--- config.mk ---
export PLATFORM = sky130hd
export DESIGN_NAME = framebuffer_write_arbiter
export DESIGN_NICKNAME = d
export VERILOG_FILES = /design/src/rtl/fb_pkg.sv /design/src/rtl/fb_clear_engine.sv /design/src/rtl/framebuffer_write_arbiter.sv
export SDC_FILE = /design/constraint.sdc
export NUM_CORES = 1
export LEC_CHECK = 0
export CAP_MARGIN = 10
export CORE_ASPECT_RATIO = 1.2
export CORE_MARGIN = 5
export CORE_UTILIZATION = 49
export CTS_CLUSTER_DIAMETER = 40
export CTS_CLUSTER_SIZE = 8
export DETAILED_ROUTE_END_ITERATION = 10
export GPL_TIMING_DRIVEN = 0
export PLACE_DENSITY = 0.81
export SYNTH_ARGS = -nofsm -noshare
export SYNTH_HDL_FRONTEND = slang
export SYNTH_SLANG_ARGS = --single-unit
--- constraint.sdc ---
create_clock -name clk -period 2.1 [get_ports clk]
set_clock_uncertainty 0.05 [all_clocks]
set_input_delay 0.315 -clock clk [delete_from_list [all_inputs] [get_ports clk]]
set_output_delay 0.315 -clock clk [all_outputs]
set_load 0.02 [all_outputs]
--- src/rtl/fb_pkg.sv ---
// Shared constants and enums for the framebuffer write arbiter and its clear engine.
package fb_pkg;
    localparam int FB_WIDTH   = 160;
    localparam int FB_HEIGHT  = 120;
    localparam int FB_COORD_W = 8;
    localparam int FB_COLOR_W = 8;

    // Literals carry a prefix because both enums would otherwise define CLEAR.
    typedef enum logic [1:0] {GNT_NONE, GNT_CPU, GNT_CLEAR} fb_grant_t;
    typedef enum logic       {ST_IDLE, ST_CLEAR}            fb_clr_state_t;
endpackage

--- src/rtl/fb_clear_engine.sv ---
// Full-frame clear engine: raster-scans every pixel once with a colour latched at start.
module fb_clear_engine
    import fb_pkg::*;
#(
    parameter int WIDTH   = FB_WIDTH,
    parameter int HEIGHT  = FB_HEIGHT,
    parameter int COORD_W = FB_COORD_W,
    parameter int COLOR_W = FB_COLOR_W
) (
    input  logic               clk,
    input  logic               rst,
    input  logic               start,
    input  logic [COLOR_W-1:0] start_color,
    input  logic               grant,
    output logic               req,
    output logic [COORD_W-1:0] x,
    output logic [COORD_W-1:0] y,
    output logic [COLOR_W-1:0] color,
    output logic               busy
);
    fb_clr_state_t      state_q, state_d;
    logic [COORD_W-1:0] cx_q, cx_d, cy_q, cy_d;
    logic [COLOR_W-1:0] color_q, color_d;
    logic               x_last, y_last;

    assign x_last = (cx_q == COORD_W'(WIDTH - 1));
    assign y_last = (cy_q == COORD_W'(HEIGHT - 1));

    always_ff @(posedge clk or negedge rst) begin
        if (!rst) begin
            state_q <= ST_IDLE;
            cx_q    <= '0;
            cy_q    <= '0;
            color_q <= '0;
        end else begin
            state_q <= state_d;
            cx_q    <= cx_d;
            cy_q    <= cy_d;
            color_q <= color_d;
        end
    end

    always_comb begin
        state_d = state_q;
        cx_d    = cx_q;
        cy_d    = cy_q;
        color_d = color_q;
        case (state_q)
            ST_IDLE: begin
                // start is only honoured here, so a restart mid-clear cannot disturb the colour
                if (start) begin
                    state_d = ST_CLEAR;
                    cx_d    = '0;
                    cy_d    = '0;
                    color_d = start_color;
                end
            end
            ST_CLEAR: begin
                if (grant) begin
                    if (x_last) begin
                        cx_d = '0;
                        cy_d = y_last ? '0 : cy_q + 1'b1;
                        if (y_last) begin
                            state_d = ST_IDLE;
                        end
                    end else begin
                        cx_d = cx_q + 1'b1;
                    end
                end
            end
            default: state_d = ST_IDLE;
        endcase
    end

    always_comb begin
        req   = (state_q == ST_CLEAR);
        busy  = (state_q == ST_CLEAR);
        x     = cx_q;
        y     = cy_q;
        color = color_q;
    end
endmodule

--- src/rtl/framebuffer_write_arbiter.sv ---
// Round-robin arbiter sharing the framebuffer write port between CPU writes and the clear engine.
// Optional FB_BOUNDS_CHECK_EN drops out-of-range CPU writes and pulses err_oob instead.
module framebuffer_write_arbiter
    import fb_pkg::*;
#(
    parameter int WIDTH   = FB_WIDTH,
    parameter int HEIGHT  = FB_HEIGHT,
    parameter int COORD_W = FB_COORD_W,
    parameter int COLOR_W = FB_COLOR_W
) (
    input  logic               clk,
    input  logic               rst,
    input  logic               cpu_valid,
    output logic               cpu_ready,
    input  logic [COORD_W-1:0] cpu_x,
    input  logic [COORD_W-1:0] cpu_y,
    input  logic [COLOR_W-1:0] cpu_color,
    input  logic               clr_start,
    input  logic [COLOR_W-1:0] clr_color,
    output logic               clr_busy,
    output logic               fb_write,
    output logic [COORD_W-1:0] fb_x_data,
    output logic [COORD_W-1:0] fb_y_data,
    output logic [COLOR_W-1:0] fb_color,
    output logic               err_oob
);
    logic               clr_req, clr_grant;
    logic [COORD_W-1:0] clr_x, clr_y;
    logic [COLOR_W-1:0] clr_pix;
    logic               cpu_oob, contended, drop;
    fb_grant_t          gnt;
    fb_grant_t          last_grant_q, last_grant_d;
    logic               fb_write_q, fb_write_d, err_oob_q, err_oob_d;
    logic [COORD_W-1:0] fb_x_q, fb_x_d, fb_y_q, fb_y_d;
    logic [COLOR_W-1:0] fb_color_q, fb_color_d;

    fb_clear_engine #(
        .WIDTH  (WIDTH),
        .HEIGHT (HEIGHT),
        .COORD_W(COORD_W),
        .COLOR_W(COLOR_W)
    ) u_clear (
        .clk        (clk),
        .rst        (rst),
        .start      (clr_start),
        .start_color(clr_color),
        .grant      (clr_grant),
        .req        (clr_req),
        .x          (clr_x),
        .y          (clr_y),
        .color      (clr_pix),
        .busy       (clr_busy)
    );

`ifdef FB_BOUNDS_CHECK_EN
    assign cpu_oob = (int'(cpu_x) >= WIDTH) || (int'(cpu_y) >= HEIGHT);
`else
    assign cpu_oob = 1'b0;
`endif

    always_comb begin
        contended = clr_req && cpu_valid;
        gnt       = GNT_NONE;
        if (contended) begin
            gnt = (last_grant_q == GNT_CPU) ? GNT_CLEAR : GNT_CPU;
        end else if (clr_req) begin
            gnt = GNT_CLEAR;
        end else if (cpu_valid) begin
            gnt = GNT_CPU;
        end
        clr_grant = (gnt == GNT_CLEAR);
        cpu_ready = rst && (gnt != GNT_CLEAR);
        // A dropped out-of-range write is accepted but is not a grant for fairness purposes.
        drop      = (gnt == GNT_CPU) && cpu_oob;

        last_grant_d = last_grant_q;
        if (contended && !drop) begin
            last_grant_d = gnt;
        end

        fb_write_d = (gnt != GNT_NONE) && !drop;
        err_oob_d  = drop;
        fb_x_d     = fb_x_q;
        fb_y_d     = fb_y_q;
        fb_color_d = fb_color_q;
        if (fb_write_d) begin
            fb_x_d     = clr_grant ? clr_x   : cpu_x;
            fb_y_d     = clr_grant ? clr_y   : cpu_y;
            fb_color_d = clr_grant ? clr_pix : cpu_color;
        end
    end

    always_ff @(posedge clk or negedge rst) begin
        if (!rst) begin
            last_grant_q <= GNT_CPU;
            fb_write_q   <= 1'b0;
            err_oob_q    <= 1'b0;
            fb_x_q       <= '0;
            fb_y_q       <= '0;
            fb_color_q   <= '0;
        end else begin
            last_grant_q <= last_grant_d;
            fb_write_q   <= fb_write_d;
            err_oob_q    <= err_oob_d;
            fb_x_q       <= fb_x_d;
            fb_y_q       <= fb_y_d;
            fb_color_q   <= fb_color_d;
        end
    end

    assign fb_write  = fb_write_q;
    assign fb_x_data = fb_x_q;
    assign fb_y_data = fb_y_q;
    assign fb_color  = fb_color_q;
    assign err_oob   = err_oob_q;
endmodule

Yosys cells after proc, flatten, opt, wreduce, memory -nomap -nowiden --
Index checks and enable logic that the tools add are counted.
Word-level totals: bits in latches 0, bits in writable memories 0, flip-flop bits (word level) 52, memories kept 0, output and inout port bits 28, word-level logic and storage cells 46, input port bits 36, bits in read-only memories 0
Operators by class: magnitude comparators 0, add/sub/neg operators 2, divide/modulo/power cells 0, reduce and logical (&&, ||, !) cells 6, shift operators 0, equality and inequality tests 8, multiplexer cells 20, multiply operators 0, bitwise logic cells 1
Operators by type and width (count):
- $mux 8 | 9
- $pmux 8 s2 | 2
- $add 8x1->8 const B | 2
- $eq 8x7->1 const B | 1
- $eq 8x8->1 const B | 1
- $ne 2x2->1 const B | 4
- $mux 2 | 3
- $mux 1 | 5
- $reduce_and 2->1 | 2
- $reduce_and 3->1 | 1
- $eq 2x1->1 const B | 1
- $eq 2x2->1 const B | 1
- $logic_and 1x1->1 | 2
- $pmux 1 s2 | 1
- $reduce_bool 2->1 | 1
- $not 1->1 | 1

Logic depth before layout (Yosys ltp) --
depth in word-level cells 6, mapped depth 5, gate-level depth less buffers 5

By module --
From an unflattened synthesis, not the netlist that was laid out.
Second synthesis, totals: cell total of the unflattened synthesis 227, area total of the unflattened synthesis 2524.9 um2
Modules (own cells, without submodules):
- fb_clear_engine | instances 1, cells an instance 132, area an instance 1312.5 um2, sequential area each 625.6 um2
- framebuffer_write_arbiter | instances 1, cells an instance 95, area an instance 1212.4 um2, sequential area each 676.9 um2

Worst setup path after synthesis --
OpenSTA, ideal clock, no wires.
path kind reg-to-reg, from register u_clear.cy_q[0] (netlist: u_clear.y[0]), to register u_clear.cy_q[3] (netlist: u_clear.y[3]), slack 0.477 ns, stages on the path, launching flop included 6, arrival 1.463 ns, library setup time 0.110 ns, required time 1.940 ns, clock period less this slack 1.623 ns, path buffers 0, cell sequence dfrtp_1 > ha_1 > and4bb_4 > a41oi_4 > nand2_2 > o41ai_1
On the way: longest elaborated chain between the ends 5, elaborated cells on any way between the ends 6, those cells by class add/sub: 1; eq/ne: 1; mux: 4
RTL lines:
- start: declaration | line fb_clear_engine.sv:22 | logic [COORD_W-1:0] cx_q, cx_d, cy_q, cy_d;
- start signal: assignment | line fb_clear_engine.sv:38 | cy_q <= cy_d;
- $add 8x1->8 or $eq 8x7->1 (tied branches) | line fb_clear_engine.sv:62, fb_clear_engine.sv:27
- $mux 8 * | line fb_clear_engine.sv:62 | cy_d = y_last ? '0 : cy_q + 1'b1;
- $mux 8 * | line fb_clear_engine.sv:60 | if (x_last) begin
- $mux 8 * | line fb_clear_engine.sv:59 | if (grant) begin
- $pmux 8 s2 * | line fb_clear_engine.sv:48 | case (state_q)
Every way passes the cells marked *; elsewhere a longest branch is shown, timed or not. The select of a mux whose other input is x is not followed. A chain may end at the register's enable or synchronous reset.

Worst setup path after layout --
from register last_grant_q[0], to output cpu_ready
On the way: longest elaborated chain between the ends 5
RTL lines:
- start: declaration | line framebuffer_write_arbiter.sv:32 | fb_grant_t last_grant_q, last_grant_d;
- start signal: assignment | line framebuffer_write_arbiter.sv:102 | last_grant_q <= last_grant_d;
- $eq 2x1->1 | line framebuffer_write_arbiter.sv:65 | gnt = (last_grant_q == GNT_CPU) ? GNT_CLEAR : GNT_CPU;
- $mux 2 | line framebuffer_write_arbiter.sv:65
- $mux 2 | line framebuffer_write_arbiter.sv:64 | if (contended) begin
- $ne 2x2->1 | line framebuffer_write_arbiter.sv:72 | cpu_ready = rst && (gnt != GNT_CLEAR);
- $logic_and 1x1->1 | line framebuffer_write_arbiter.sv:72
- end: declaration | line framebuffer_write_arbiter.sv:14 | output logic cpu_ready,
No other way between the ends.

==> results.md <==
* Dpl hpwl at 4.350 mm
* Slew HR at 0.3323
* CTS sink count at 52
* Worst Hold Depth at 3
* Critical Path Start Type: flop
* Ports at 64
* Dominant cells by area after synthesis: dfrtp_1, a22o_1, a21o_1
* Reg2reg end: u_clear.y[4]
* Netlist cell types at 45
* Post-DP Area at 3219 µm²
* Gpl congestion at 0.8363
* Synth Net Count at 261
* Flops & latches, synth at 52
* FFs w/ async S/R, synth at 1.000
* Remaining DRCs at 0
* P_int at 2.394 mW
* Lkg Pwr at 1.581 nW
* Vias/cell at 5.777
* Hold Startpoint: cpu_valid
* Crit. End Element: output pin
* WHS Endpoint: last_grant_q[1]
* Worst r2r src: u_clear.y[0]
* Final wirelength at 6.043 mm
* Period minus WS final at 2.018 ns
* Total gr overflow at 0
* Main synth FF type: dfrtp_1
* Vias at 2051
* Max Freq at 495.4 MHz
* Least-Margin Pin Slew at 1.002 ns
* Design Area, Final at 3386 µm²
* Nets at 333
* Required @ worst endpoint at 1.74 ns
* # setup viols final at 0
* EDFF count, synth at 0
* Max_cap viols at 0
* Sequential fraction of the synthesis area at 0.5171
* Final Util at 0.6806
* Synthesis-to-finish area growth at 34.43%
* Initial antenna violation count at 0
* Crit path DAT at 1.65 ns
* Reg power frac at 0.401
* Yosys warns at 0
* Crit Path Class: flop to output pin
* Cells after synthesis at 222
* Post-route setup slack at 0.08151 ns
* Final ANT Viol Nets at 0
* Die X at 75.45 µm
* Iteration-0 DRC Markers at 156
* DP Worst Slack at -0.07829 ns
* Largest net degree at the start of global routing at 30
* Share of layout cells above drive strength 1 at 0.1153
* Placement Rows at 28
* # H-tree levels at 2
* Final period utilization at 0.9612
* Part of the power in combinational logic at 0.392
* Inst Count DP at 344
* Reg2Reg Setup Slack at 0.26 ns
* Top cell type by total area after synthesis: dfrtp_1
* Ant. Diodes at 0
* Total die area at 6680 µm²
* Clock power share at 0.207
* Clk_lat worst skew at 0.31 ns
* CTS tree: yes
* Sw power at 1.210 mW
* Slew Limit Fails at 0
* Clock buffer depth at 2
* Register clock-pin slew on the reported worst setup and hold paths at 0.09 ns
* Gr usage total at 0.1928
* Most instantiated cells after synthesis: dfrtp_1, a22o_1, a21o_1
* Max IR drop VDD at 0.6325 mV
* Core Area at 4975 µm²
* Global-route wire length before repair at 9.873 mm
* PortBufs at 61
* First-pass detailed-route iteration total at 4
* Post-Layout Cell Count at 355
* RSZ-0062 raised after global routing: false
* Top-count cell post-synth: dfrtp_1
* Net Sw Frac at 0.3357
* TritonCTS Buffers at 5
* Starting Density at 0.5063
* Number of global-route vias before repair at 2118
* Power Density at 1064 nW/µm²
* CTS root buf: clkbuf_8
* Hold Fails Final Rpt at 0
* CP max FO at 10
* Status: finished, final reports clean
* Die height at 88.54 µm
* Mapped Area at 2519 µm²
* Reg2reg path depth at 5
* Routed len/inst at 17.02 µm
* Hold Crit Class: input pin to flop
* Yosys top cell area share at 0.5067
* Post-Syn Area per Cell at 11.35 µm²
-- power groups by stage --
| stage | Clock [mW] | Combinational, mW | Sequential, mW |
|---|---|---|---|
| CTS | 0.763 | 1.40 | 1.44 |
| detailed placement | 0 | 1.39 | 1.45 |
| finish | 0.745 | 1.41 | 1.45 |
| global route | 0.810 | 1.53 | 1.48 |
| floorplan | 0 | 0.659 | 1.61 |
| global placement | 0 | 1.35 | 1.45 |
-- layer usage --
metal,GRT usage,vias up,wire [µm]
met1,0.2449,993,2640
met5,0,-,0
met3,0.06023,8,508
met2,0.3079,71,2803
met4,0.06995,0,91
li1,-,979,-
-- critical path, cell delays in order, from the launching register on --
cell and delay [ns]:
dfstp_2 0.57, nand2b_4 0.10, a21oi_4 0.16, buf_6 0.16, nor2b_1 0.05, dlygate4sd2_1 0.31
-- cell type report --
type	instances	area [µm²]
Inverter	3	11.26
Timing Repair Buffer	65	654.4
Sequential cell	52	1303
Clock buffer	7	96.34
Clock inverter	1	30.03
Tap cell	60	75.07
Buffer	14	75.07
Fill cell	415	1589
Multi-Input combinational cell	153	1141
-- worst max path at each step --
stage	slack, ns	to	cells after the start	startpoint
after global placement	-1.63	cpu_ready	3	rst
after CTS	0.02	cpu_ready	5	last_grant_q[0]
after global routing	0.007	cpu_ready	5	last_grant_q[0]
final	0.08	cpu_ready	5	last_grant_q[0]
after detailed placement	-0.08	cpu_ready	5	last_grant_q[0]
after floorplan	0.48	u_clear.y[3]	5	u_clear.y[0]
-- per-stage QoR --
stage | hold WS, ns | power [mW] | TNS (ns)
3_3_place_gp | 0.4123 | 2.800 | -45.59
4_1_cts | 0.3564 | 3.605 | 0
3_5_place_dp | 0.2888 | 2.840 | -0.07829
2_1_floorplan | -0.03059 | 2.269 | 0
5_1_grt | 0.3798 | 3.817 | 0
6_report | 0.3543 | 3.603 | 0
-- what timing repair did --
action                                  CTS  global route
endpoints found under the setup margin    1            23
setup buffers                             1             0
hold buffers                              2             0
endpoints found under the hold margin    22             0
pin swaps                                 1             0
resized for setup                         2             3
-- sequential cells by signal, summed over array words and instances (netlist names) --
| name | cells |
|---|---|
| fb_y_data | 8 |
| fb_x_data | 8 |
| u_clear.busy | 1 |
| u_clear.y | 8 |
| fb_color | 8 |
| fb_write | 1 |
| last_grant_q | 2 |
| u_clear.x | 8 |
| u_clear.color | 8 |
-- placed cells by master, fill, tap and decap left out, types with 2 or more instances in the layout --
cell type,instances
a31oi_1,3
nand3b_1,2
clkbuf_1,3
nand3_1,9
mux2_1,9
clkbuf_8,7
inv_2,2
or3_1,2
clkdlybuf4s50_1,59
a22o_1,26
o21ai_1,9
buf_2,10
and3_1,2
buf_4,2
nor2_1,5
ha_1,3
o31ai_1,5
a21oi_1,8
o21ai_0,4
nand2_1,14
nor2b_1,5
dfrtp_1,51
a21o_1,25
-- cell families (layout without fill, tap and decap cells) --
kind of cell / count (synthesis) / count (layout) / synth area share
multiplexers: 9 / 9 / 0.04024
flip-flops: 52 / 52 / 0.5171
AND/OR/NAND/NOR: 48 / 48 / 0.1073
AO/OA/AOI/OAI: 91 / 91 / 0.2837
other: 1 / 1 / 0.001489
adder cells (fa/ha/maj): 3 / 3 / 0.01490
buffers and inverters: 17 / 90 / 0.03179
XOR/XNOR: 1 / 1 / 0.003478
No activity file was read; power rests on OpenSTA's default activity.
